**config.mk**
```make
export PLATFORM = sky130hd
export DESIGN_NAME = reaction_trial_scheduler
export DESIGN_NICKNAME = d
export VERILOG_FILES = /design/src/rtl/reaction_pkg.sv /design/src/rtl/reaction_lfsr.sv /design/src/rtl/reaction_trial_scheduler.sv
export SDC_FILE = /design/constraint.sdc
export NUM_CORES = 1
export LEC_CHECK = 0
export ABC_AREA = 0
export BUFFER_PORTS_ARGS = -buffer_cell sky130_fd_sc_hd__buf_2
export CORE_ASPECT_RATIO = 1.4
export CORE_MARGIN = 4
export CORE_UTILIZATION = 65
export CTS_CLUSTER_SIZE = 16
export DETAILED_ROUTE_END_ITERATION = 6
export GPL_TIMING_DRIVEN = 0
export PLACE_DENSITY = 0.91
export SLEW_MARGIN = 30
export SYNTH_ARGS = -nofsm -noshare
export SYNTH_HDL_FRONTEND = slang
export SYNTH_HIERARCHICAL = 1
export SYNTH_SLANG_ARGS = --single-unit
```
**constraint.sdc**
```tcl
create_clock -name clk -period 6.5 [get_ports clk]
set_clock_uncertainty 0.05 [all_clocks]
set_input_delay 1.3 -clock clk [delete_from_list [all_inputs] [get_ports clk]]
set_output_delay 1.3 -clock clk [all_outputs]
set_load 0.03 [all_outputs]
```
**src/rtl/reaction_pkg.sv**
```systemverilog
// rtl/reaction_pkg.sv - shared types and constants for the reaction-time trial scheduler
package reaction_pkg;

    typedef enum logic [2:0] {
        ST_IDLE,
        ST_ARM,
        ST_WAIT_DELAY,
        ST_GO,
        ST_CAPTURE,
        ST_ERROR,
        ST_SUMMARY
    } state_e;

    localparam logic [15:0] LFSR_SEED      = 16'hACE1;
    localparam logic [15:0] LFSR_TAPS      = 16'hB400;
    localparam int          TIME_W_DEFAULT = 14;

    function automatic int max_int(input int a, input int b);
        return (a > b) ? a : b;
    endfunction

endpackage

```
**src/rtl/reaction_lfsr.sv**
```systemverilog
// rtl/reaction_lfsr.sv - free-running 16-bit Galois LFSR used to randomise the foreperiod
module reaction_lfsr
    import reaction_pkg::*;
(
    input  logic        clk,
    input  logic        reset_n,
    output logic [15:0] lfsr_o
);

    logic [15:0] lfsr_q;
    logic [15:0] lfsr_d;

    // Maximal-length taps keep the state out of zero once seeded non-zero.
    always_comb begin
        lfsr_d = lfsr_q >> 1;
        if (lfsr_q[0]) begin
            lfsr_d = (lfsr_q >> 1) ^ LFSR_TAPS;
        end
    end

    always_ff @(posedge clk or negedge reset_n) begin
        if (!reset_n) begin
            lfsr_q <= LFSR_SEED;
        end else begin
            lfsr_q <= lfsr_d;
        end
    end

    assign lfsr_o = lfsr_q;

endmodule

```
**src/rtl/reaction_trial_scheduler.sv**
```systemverilog
// rtl/reaction_trial_scheduler.sv - best-of-N reaction session sequencer driving the timer and display
module reaction_trial_scheduler
    import reaction_pkg::*;
#(
    parameter int TIME_W           = TIME_W_DEFAULT,
    parameter int TRIALS_LOG2      = 2,
    parameter int DELAY_MIN_MS     = 1000,
    parameter int DELAY_RANGE_LOG2 = 11,
    parameter int ERR_HOLD_MS      = 1000,
    parameter int TIMEOUT_MS       = 9999
) (
    input  logic                   clk,
    input  logic                   reset_n,
    input  logic                   ms_tick,
    input  logic                   go_btn,
    input  logic                   react_btn,
    input  logic                   show_best,
    input  logic [TIME_W-1:0]      elapsed_time,
    output logic                   start_timer,
    output logic                   stop_timer,
    output logic                   reset_timer,
    output logic                   go_led,
    output logic                   done,
    output logic                   show_error,
    output logic [TIME_W-1:0]      disp_value,
    output logic [TRIALS_LOG2-1:0] trial_idx
);

    // One down-counter serves both the foreperiod and the error hold time.
    localparam int CNT_W = $clog2(max_int(DELAY_MIN_MS + (1 << DELAY_RANGE_LOG2), ERR_HOLD_MS + 1));
    localparam int SUM_W = TIME_W + TRIALS_LOG2;

    state_e                 state_q;
    logic [CNT_W-1:0]       cnt_q;
    logic [TRIALS_LOG2-1:0] trial_q;
    logic [SUM_W-1:0]       sum_q;
    logic [TIME_W-1:0]      best_q;
    logic [TIME_W-1:0]      result_q;
    logic                   start_q;
    logic                   reset_tmr_q;
    logic                   go_led_q;
    logic                   done_q;
    logic                   err_q;

    logic [15:0]            lfsr;
    logic                   timeout;
    logic                   go_exit;
    logic [TIME_W-1:0]      go_value;

    reaction_lfsr u_lfsr (
        .clk     (clk),
        .reset_n (reset_n),
        .lfsr_o  (lfsr)
    );

    assign timeout  = elapsed_time >= TIME_W'(TIMEOUT_MS);
    // The first GO cycle carries start_timer, so stop is held off to keep the pulses disjoint.
    assign go_exit  = (state_q == ST_GO) && !start_q && (react_btn || timeout);
    assign go_value = react_btn ? elapsed_time : TIME_W'(TIMEOUT_MS);

    always_ff @(posedge clk or negedge reset_n) begin
        if (!reset_n) begin
            state_q     <= ST_IDLE;
            cnt_q       <= '0;
            trial_q     <= '0;
            sum_q       <= '0;
            best_q      <= '1;
            result_q    <= '0;
            start_q     <= 1'b0;
            reset_tmr_q <= 1'b0;
            go_led_q    <= 1'b0;
            done_q      <= 1'b0;
            err_q       <= 1'b0;
        end else begin
            start_q     <= 1'b0;
            reset_tmr_q <= 1'b0;
            case (state_q)
                ST_IDLE, ST_SUMMARY: begin
                    if (go_btn) begin
                        sum_q       <= '0;
                        best_q      <= '1;
                        trial_q     <= '0;
                        result_q    <= '0;
                        done_q      <= 1'b0;
                        reset_tmr_q <= 1'b1;
                        state_q     <= ST_ARM;
                    end
                end
                ST_ARM: begin
                    cnt_q   <= CNT_W'(DELAY_MIN_MS) + CNT_W'(lfsr[DELAY_RANGE_LOG2-1:0]);
                    state_q <= ST_WAIT_DELAY;
                end
                ST_WAIT_DELAY: begin
                    if (react_btn) begin
                        cnt_q   <= CNT_W'(ERR_HOLD_MS);
                        err_q   <= 1'b1;
                        state_q <= ST_ERROR;
                    end else if (ms_tick) begin
                        if (cnt_q == CNT_W'(1)) begin
                            start_q  <= 1'b1;
                            go_led_q <= 1'b1;
                            state_q  <= ST_GO;
                        end else begin
                            cnt_q <= cnt_q - CNT_W'(1);
                        end
                    end
                end
                ST_GO: begin
                    if (go_exit) begin
                        result_q <= go_value;
                        go_led_q <= 1'b0;
                        state_q  <= ST_CAPTURE;
                    end
                end
                ST_CAPTURE: begin
                    sum_q <= sum_q + SUM_W'(result_q);
                    if (result_q < best_q) begin
                        best_q <= result_q;
                    end
                    if (trial_q == '1) begin
                        done_q  <= 1'b1;
                        state_q <= ST_SUMMARY;
                    end else begin
                        trial_q     <= trial_q + TRIALS_LOG2'(1);
                        reset_tmr_q <= 1'b1;
                        state_q     <= ST_ARM;
                    end
                end
                ST_ERROR: begin
                    if (ms_tick) begin
                        if (cnt_q == CNT_W'(1)) begin
                            err_q       <= 1'b0;
                            reset_tmr_q <= 1'b1;
                            state_q     <= ST_ARM;
                        end else begin
                            cnt_q <= cnt_q - CNT_W'(1);
                        end
                    end
                end
                default: state_q <= ST_IDLE;
            endcase
        end
    end

    always_comb begin
        disp_value = result_q;
        case (state_q)
            ST_IDLE:    disp_value = '0;
            ST_GO:      disp_value = elapsed_time;
            ST_SUMMARY: disp_value = show_best ? best_q : TIME_W'(sum_q >> TRIALS_LOG2);
            default:    disp_value = result_q;
        endcase
    end

    assign start_timer = start_q;
    assign stop_timer  = go_exit;
    assign reset_timer = reset_tmr_q;
    assign go_led      = go_led_q;
    assign done        = done_q;
    assign show_error  = err_q;
    assign trial_idx   = trial_q;

endmodule
```
# Yosys cells after proc, flatten, opt, wreduce, memory -nomap -nowiden
# Index checks and enable logic that the tools add are counted.
# classes
mux,47
magnitude_cmp,2
n_addsub,4
reduce_logical,19
eq_ne,21
bitwise_logic,1
# op_table
operator,count
two-way mux 14 bit,6
case mux 14 bit (2 select lines),2
case mux 14 bit (3 select lines),1
two-way mux 12 bit,3
case mux 12 bit (3 select lines),1
two-way mux 16 bit,2
case mux 16 bit (2 select lines),1
two-way mux 3 bit,8
"!= test 2 bit, second input constant",11
case mux 3 bit (6 select lines),1
adder 16 x 14 -> 16 bit,1
two-way mux 1 bit,15
">= comparator 14 bit, second input constant",1
less-than comparator 14 bit,1
"adder 10 x 11 -> 12 bit, first input constant",1
"equality test 12 x 1 -> 1 bit, second input constant",1
AND reduction 3 bit,4
"subtractor 12 x 1 -> 12 bit, second input constant",1
"equality test 3 bit, second input constant",3
nonzero test 2 bit,4
"equality test 3 x 2 -> 1 bit, second input constant",2
"!= test 3 bit, second input constant",2
case mux 1 bit (2 select lines),3
AND reduction 6 bit,1
16 further kinds,18
# totals
out_inout_bits,22
wordCells,106
ff_bits,82

# Logic depth before layout (Yosys ltp)
# Gate-level depths: netlist of run 1.
# depth
word_depth,5
mapped_depth,9

# Cells and area by module
# Netlist of run 1, hierarchy kept.
# modules_own_cells
mod,area_per_inst_um2,cells_per_inst,instances,seq_area_each_um2
reaction_trial_scheduler,5008.6,586,1,1669.1
reaction_lfsr,534.3,32,1,410.4

# Worst setup path after synthesis of run 1
# OpenSTA, ideal clock, no wires.
# synth_timing
path_type,input -> output
startpoint,in show_best
endpoint,out disp_value[6]
t_arrival_ns,2.915
cell_stages,6
slack_ns,2.235
cell_sequence,clkbuf_1 > buf_2 > mux2i_1 > a22oi_1 > nor2_1 > a211oi_1
# synth_via
elab_chain_cells,2
# synth_rtl
element,line,source
start: declaration,reaction_trial_scheduler.sv:17,"input logic show_best,"
two-way mux 14 bit,reaction_trial_scheduler.sv:150,ST_SUMMARY: disp_value = show_best ? best_q : TIME_W'(sum_q >> TRIALS_LOG2);
case mux 14 bit (3 select lines),reaction_trial_scheduler.sv:147,case (state_q)
end: declaration,reaction_trial_scheduler.sv:25,"output logic [TIME_W-1:0] disp_value,"
# Every way passes these cells.

# Worst setup path after layout of run 1
# layout_timing
startpoint,in show_best
endpoint,out disp_value[4]
# Same word-level chain as after synthesis.

==> run summary, run 1 <==
Tmin final: 4.292 ns
synthesized area per cell: 8.974 µm²
routed len/inst: 20.50 µm
DIE AREA: 0.01006 mm²
cell area after synthesis: 0.005528 mm²
clock transition at the registers of the reported paths: 0.06 ns
R2R setup slack: 3.76 ns
vias in the first global route: 5,110
crit path max-delay cell type: buf_2
initial antenna violation count: 0
Final Util: 74.57%
Clock Latency Late Sink: 0.34 ns
Critical Path Most Common Cell: buf_2
Rel. slew slack: 46.71%
post-CTS sizing: 0
largest net degree at the start of global routing: 45
Synth warnings: 6
CP max stage delay: 0.40 ns
total routed wirelength: 15.86 mm
Final Slew Violations: 0
RSZ-0062 raised after global routing: no
FMAX: 0.2330 GHz
Area growth, synth to finish: 11.25%
post-route setup slack: 2.208 ns
Worst Hold End: u_lfsr/lfsr_o[11]$_DFF_PN1_
# rows: 39
Critical R2R Capture: sum_q[14]$_DFFE_PN0P_
Setup Total Neg Slack: 0 ns
kind of critical path: input port to primary output
DRT antenna net count: 0
status: finished clean
Final Instance Area: 0.006150 mm²
reg2reg path depth: 8
first-pass GRT wire length: 25.52 mm
Crit. End Element: primary output
Num Clock Sinks: 82
Combinational Power Share: 54.9%
critical path arrival: 2.94 ns
detailed-route via count: 5,283
Port Buffers: 39
Initial DRT Pass Iterations: 5
Crit Reg-Reg Startpoint: result_q[0]$_DFFE_PN0P_
hold-fix buffer count after cts: 0
Mapped Nets: 668
Hold Violations, Final: 0
pre-CTS setup slack: 2.255 ns
internal power: 0.001546 W
Hold Crit Depth: 0
chip height: 117.1 µm
Die W: 85.94 µm
num ports: 42
Nets: 719
sequential share of power: 29.5%
leakage power: 2.757 nW
via/cell ratio: 6.826
Core Area: 0.008247 mm²
DRC: 0
Switching Power: 0.001482 W
Worst setup SP type: input port
HP Start: u_lfsr/lfsr_o[12]$_DFF_PN0_
Hold Slack: 0.3131 ns
ANT cells: 0
CTS tree: yes
Final setup viols: 0
Cell Chain, Critical Path: clkbuf_1 > buf_2 > mux2i_1 > a22oi_1 > nor2_1 > a211oi_1 > buf_2
initial core utilization: 67.03%
Net Sw Frac: 48.94%
Max-Cap Viols: 0
dpl hpwl: 11.90 mm
DR iter-0 viols: 612
Total GRT Usage: 32.93%
CTS max path bufs: 2
Hold Crit Class: flip-flop to flip-flop
VDD IR max: 0.2925 mV
Post-DP Area: 0.005877 mm²
root buffer selected by CTS: clkbuf_16
layout cell share with drive strength beyond 1: 19.35%
GR Overflow Total: 0
worst-path fanout max: 10
CTS buffer count: 9
PwrDens: 492.4 mW/mm²
Mapped Cells: 616
setup bufs post-CTS: 0
clock network fraction of total power: 15.6%
H-tree depth: 3
routability cong.: 1.024
Tcrit/Tclk final: 66.04%
Worst Path Required: 5.15 ns
worst slew pin tran: 0.7933 ns
cell type report:
cell class | count | area [µm²]
Clock inverter | 5 | 30.03
Fill cell | 583 | 2097
Clock buffer | 11 | 242.7
Tap cell | 102 | 127.6
Sequential cell | 82 | 2079
Timing Repair Buffer | 40 | 221.5
Inverter | 29 | 108.9
Multi-Input combinational cell | 460 | 3109
Buffer | 45 | 230.2
metal layers:
metal  GRT usage, %  share of wire (%)  vias to the layer above
met5              0                  0                        -
met4          21.54                6.4                        0
met3          5.602                6.1                       88
met2          56.61                 51                      293
met1          37.60                 37                     2508
li1               -                  -                     2394
power by group through the flow:
stage | Combinational (W) | Sequential [W] | Clock, W
finish | 0.00166 | 0.000892 | 0.000473
floorplan | 0.00121 | 0.000829 | 0
CTS | 0.00163 | 0.000884 | 0.000475
detailed placement | 0.00162 | 0.000893 | 0
global placement | 0.00157 | 0.000883 | 0
global route | 0.00182 | 0.000909 | 0.000498
sequential cells by signal (all words and copies together) (netlist names):
name           count
cnt_q             12
sum_q             16
u_lfsr/lfsr_o     16
result_q          14
state_q            3
start_timer        1
show_error         1
best_q            14
trial_idx          2
done               1
reset_timer        1
go_led             1
how the worst max path moves through the flow:
stage	start	to	slack, ns	depth (start not counted)
finish	show_best	disp_value[4]	2.21	7
global route	show_best	disp_value[4]	2.11	7
CTS	show_best	disp_value[4]	2.24	7
detailed placement	show_best	disp_value[4]	2.26	7
global placement	show_best	disp_value[4]	2.26	7
floorplan	show_best	disp_value[6]	2.24	6
worst max-delay path, delay by kind of cell:
kind,cells,cell delay (ns)
AO/OA/AOI/OAI,2,0.47
buffers and inverters,3,0.96
multiplexers,1,0.15
AND/OR/NAND/NOR,1,0.06
layout by cell type (no fill, tap or decap), types with 10 or more instances in the layout:
master and instances:
o22ai_1 10, o211ai_1 13, o21ai_0 48, buf_4 11
o21a_1 10, o22a_2 14, mux2i_1 16, ha_1 31
nand3_1 16, a211oi_1 18, nand4_1 10, nor2_1 35
buf_2 48, dfstp_2 22, nand2_1 58, clkbuf_1 20
dfrtp_1 60, inv_1 28, a21oi_1 59
through the flow:
step / std cells / power, W
2_1_floorplan: 616 / 0.002038
3_3_place_gp: 757 / 0.002451
3_5_place_dp: 758 / 0.002511
4_1_cts: 774 / 0.002993
5_1_grt: 774 / 0.003228
6_report: 774 / 0.003028
No activity file was read; power rests on OpenSTA's default activity.
==> run 2: changes to the inputs <==
Settings changed: ABC_AREA 0 to 1, CORE_UTILIZATION 65 to 61, PLACE_DENSITY 0.91 to 0.87.
Clock period 6.5 ns to 4.3 ns, I/O delays scaled along.
==> run 2 against run 1 <==
  * The run now ends with DRC left
  * Critical path depth down 2
  * Critical endpoint is now disp_value[2]
  * Sequential power grew 42%
  * Worst setup slack got worse by 1.2 ns
  * Highest routed layer unchanged
  * Cell count increased by 21%
  * First-iteration DRC count down 17%
==> run summary, run 2 <==
ANT cells: 0 (unchanged)
Hold Violations, Final: 0 (unchanged)
Area growth, synth to finish: 12.10%
sequential share of power: 30.8% (+1.3 points)
pre-CTS setup slack: 0.9987 ns (-1.257 ns)
initial core utilization: 62.65% (-4.4 points)
CTS tree: yes
post-CTS sizing: 0 (unchanged)
Combinational Power Share: 48.8% (-6.1 points)
RSZ-0062 raised after global routing: no
Crit. End Element: primary output
Die W: 89.39 µm (+4.0%)
Worst Path Required: 3.39 ns (-1.76 ns)
CTS buffer count: 9 (unchanged)
root buffer selected by CTS: clkbuf_16
Switching Power: 0.001917 W (+29%)
fin cells: 937 (+21%)
overall power: 0.004129 W (+36%)
internal power: 0.002212 W (+43%)
status: finished with violations
Total GRT Usage: 31.40% (-1.5 points)
synthesized area per cell: 7.299 µm² (-19%)
Tcrit/Tclk final: 77.44%
critical path arrival: 2.42 ns (-0.52 ns)
failing checks: DRC
initial antenna violation count: 0 (unchanged)
Mapped Cells: 775 (+26%)
commonest non-fill, non-tap cell in the layout: nand2_1
DR iter-0 viols: 510 (-17%)
routability cong.: 0.9580 (-6.4%)
# rows: 41 (+5.1%)
Mapped Nets: 827 (+24%)
clock network fraction of total power: 20.4% (+4.8 points)
cell area after synthesis: 0.005657 mm² (+2.3%)
Worst setup SP type: input port
Nets: 877 (+22%)
FMAX: 0.3003 GHz
Setup Total Neg Slack: 0 ns (unchanged)
Synth warnings: 6 (unchanged)
num ports: 42 (unchanged)
Clock Latency Late Sink: 0.35 ns (about the same)
hold-fix buffer count after cts: 0 (unchanged)
most frequent cells in the layout: nand2_1, inv_1, nand3_1, dfrtp_1
Fillers: 755 (+30%)
chip height: 121.9 µm (+4.1%)
largest net degree at the start of global routing: 48 (+6.7%)
Initial DRT Pass Iterations: 7 (+2)
DRC: 2 (+2)
Tmin final: 3.330 ns
Final Util: 70.23% (-4.3 points)
setup bufs post-CTS: 0 (unchanged)
DIE AREA: 0.01090 mm² (+8.3%)
Final setup viols: 0 (unchanged)
first-pass GRT wire length: 25.99 mm (+1.8%)
GR Overflow Total: 0 (unchanged)
dpl hpwl: 12.35 mm (+3.7%)
DRT antenna net count: 0 (unchanged)
H-tree depth: 3 (unchanged)
kind of critical path: input port to primary output
CTS max path bufs: 2 (unchanged)
dpl cells: 921 (+22%)
Net Sw Frac: 46.43% (-2.5 points)
worst slew pin tran: 0.6160 ns (-0.1773 ns)
Core Area: 0.009029 mm² (+9.5%)
Rel. slew slack: 58.93% (+12 points)
leakage power: 3.395 nW (+23%)
Final Slew Violations: 0 (unchanged)
Port Buffers: 38 (-2.6%)
post-route setup slack: 0.9699 ns (-1.238 ns)
layout cell share with drive strength beyond 1: 16.75% (-2.6 points)
vias in the first global route: 5,461 (+6.9%)
Num Clock Sinks: 82 (unchanged)
PwrDens: 651.1 mW/mm² (+32%)
routed len/inst: 17.36 µm (-15%)
via/cell ratio: 5.956 (-13%)
clock transition at the registers of the reported paths: 0.06 ns (about the same)
Max-Cap Viols: 0 (unchanged)
total routed wirelength: 16.27 mm (+2.6%)
Hold Crit Class: flip-flop to flip-flop
detailed-route via count: 5,581 (+5.6%)
worst-path fanout max: 10 (unchanged)
VDD IR max: 0.4944 mV (+69%)
==> run 2: final timing paths <==
kind | cells past startpoint | end | start | slack [ns]
max | 5 | disp_value[2] | show_best | 0.97
min | 0 | u_lfsr/lfsr_o[11]$_DFF_PN1_ | u_lfsr/lfsr_o[12]$_DFF_PN0_ | 0.31
max reg2reg | 10 | best_q[9]$_DFFE_PN1P_ | best_q[9]$_DFFE_PN1P_ | 1.99
min reg2reg | 0 | u_lfsr/lfsr_o[11]$_DFF_PN1_ | u_lfsr/lfsr_o[12]$_DFF_PN0_ | 0.31
max in group asynchronous | 2 | best_q[10]$_DFFE_PN1P_ | reset_n | 3.25
min in group asynchronous | 1 | result_q[7]$_DFFE_PN0P_ | reset_n | 0.34
==> run 2: power groups by stage <==
stage | clock network [W] | registers [W] | logic (W)
3_3_place_gp | 0 | 0.00126 | 0.00191
3_5_place_dp | 0 | 0.00127 | 0.00197
6_report | 0.000841 | 0.00127 | 0.00201
4_1_cts | 0.000850 | 0.00126 | 0.00199
5_1_grt | 0.000896 | 0.00129 | 0.00223
2_1_floorplan | 0 | 0.00122 | 0.00147
==> run 2: critical path, cell delays in order <==
cell      delay (ns)
clkbuf_1        0.44
clkbuf_1        0.54
o211ai_1        0.22
o221ai_2        0.11
buf_2           0.23
==> run 2: final cells by class <==
class                      count  area (µm²)  share of cell area (%)
timing repair buffer          39       224.0                   3.532
buffer                        34       207.7                   3.275
multi-input combinational    561        2999                   47.30
clock inverter                 7       101.3                   1.598
inverter                      98       370.4                   5.841
clock buffer                   9       225.2                   3.552
sequential                    82        2079                   32.79
tap                          107       133.9                   2.111
==> run 2: routing by layer <==
layer  vias to the layer above  routed length (µm)  part of all wire [%]  track usage (%)
li1                       2651                   -                     -                -
met1                      2583                5893                    36            33.64
met2                       264                8160                    50            54.70
met3                        83                 998                   6.1            6.022
met4                         0                1218                   7.5            20.30
met5                         -                   0                     0                0
==> run 2: metrics by stage <==
step	instance area (µm²)	hold WS, ns
after floorplan	5657	0.2830
after global placement	5981	0.2961
after detailed placement	6015	0.2915
after CTS	6341	0.3131
after global routing	6341	0.3218
final	6341	0.3106
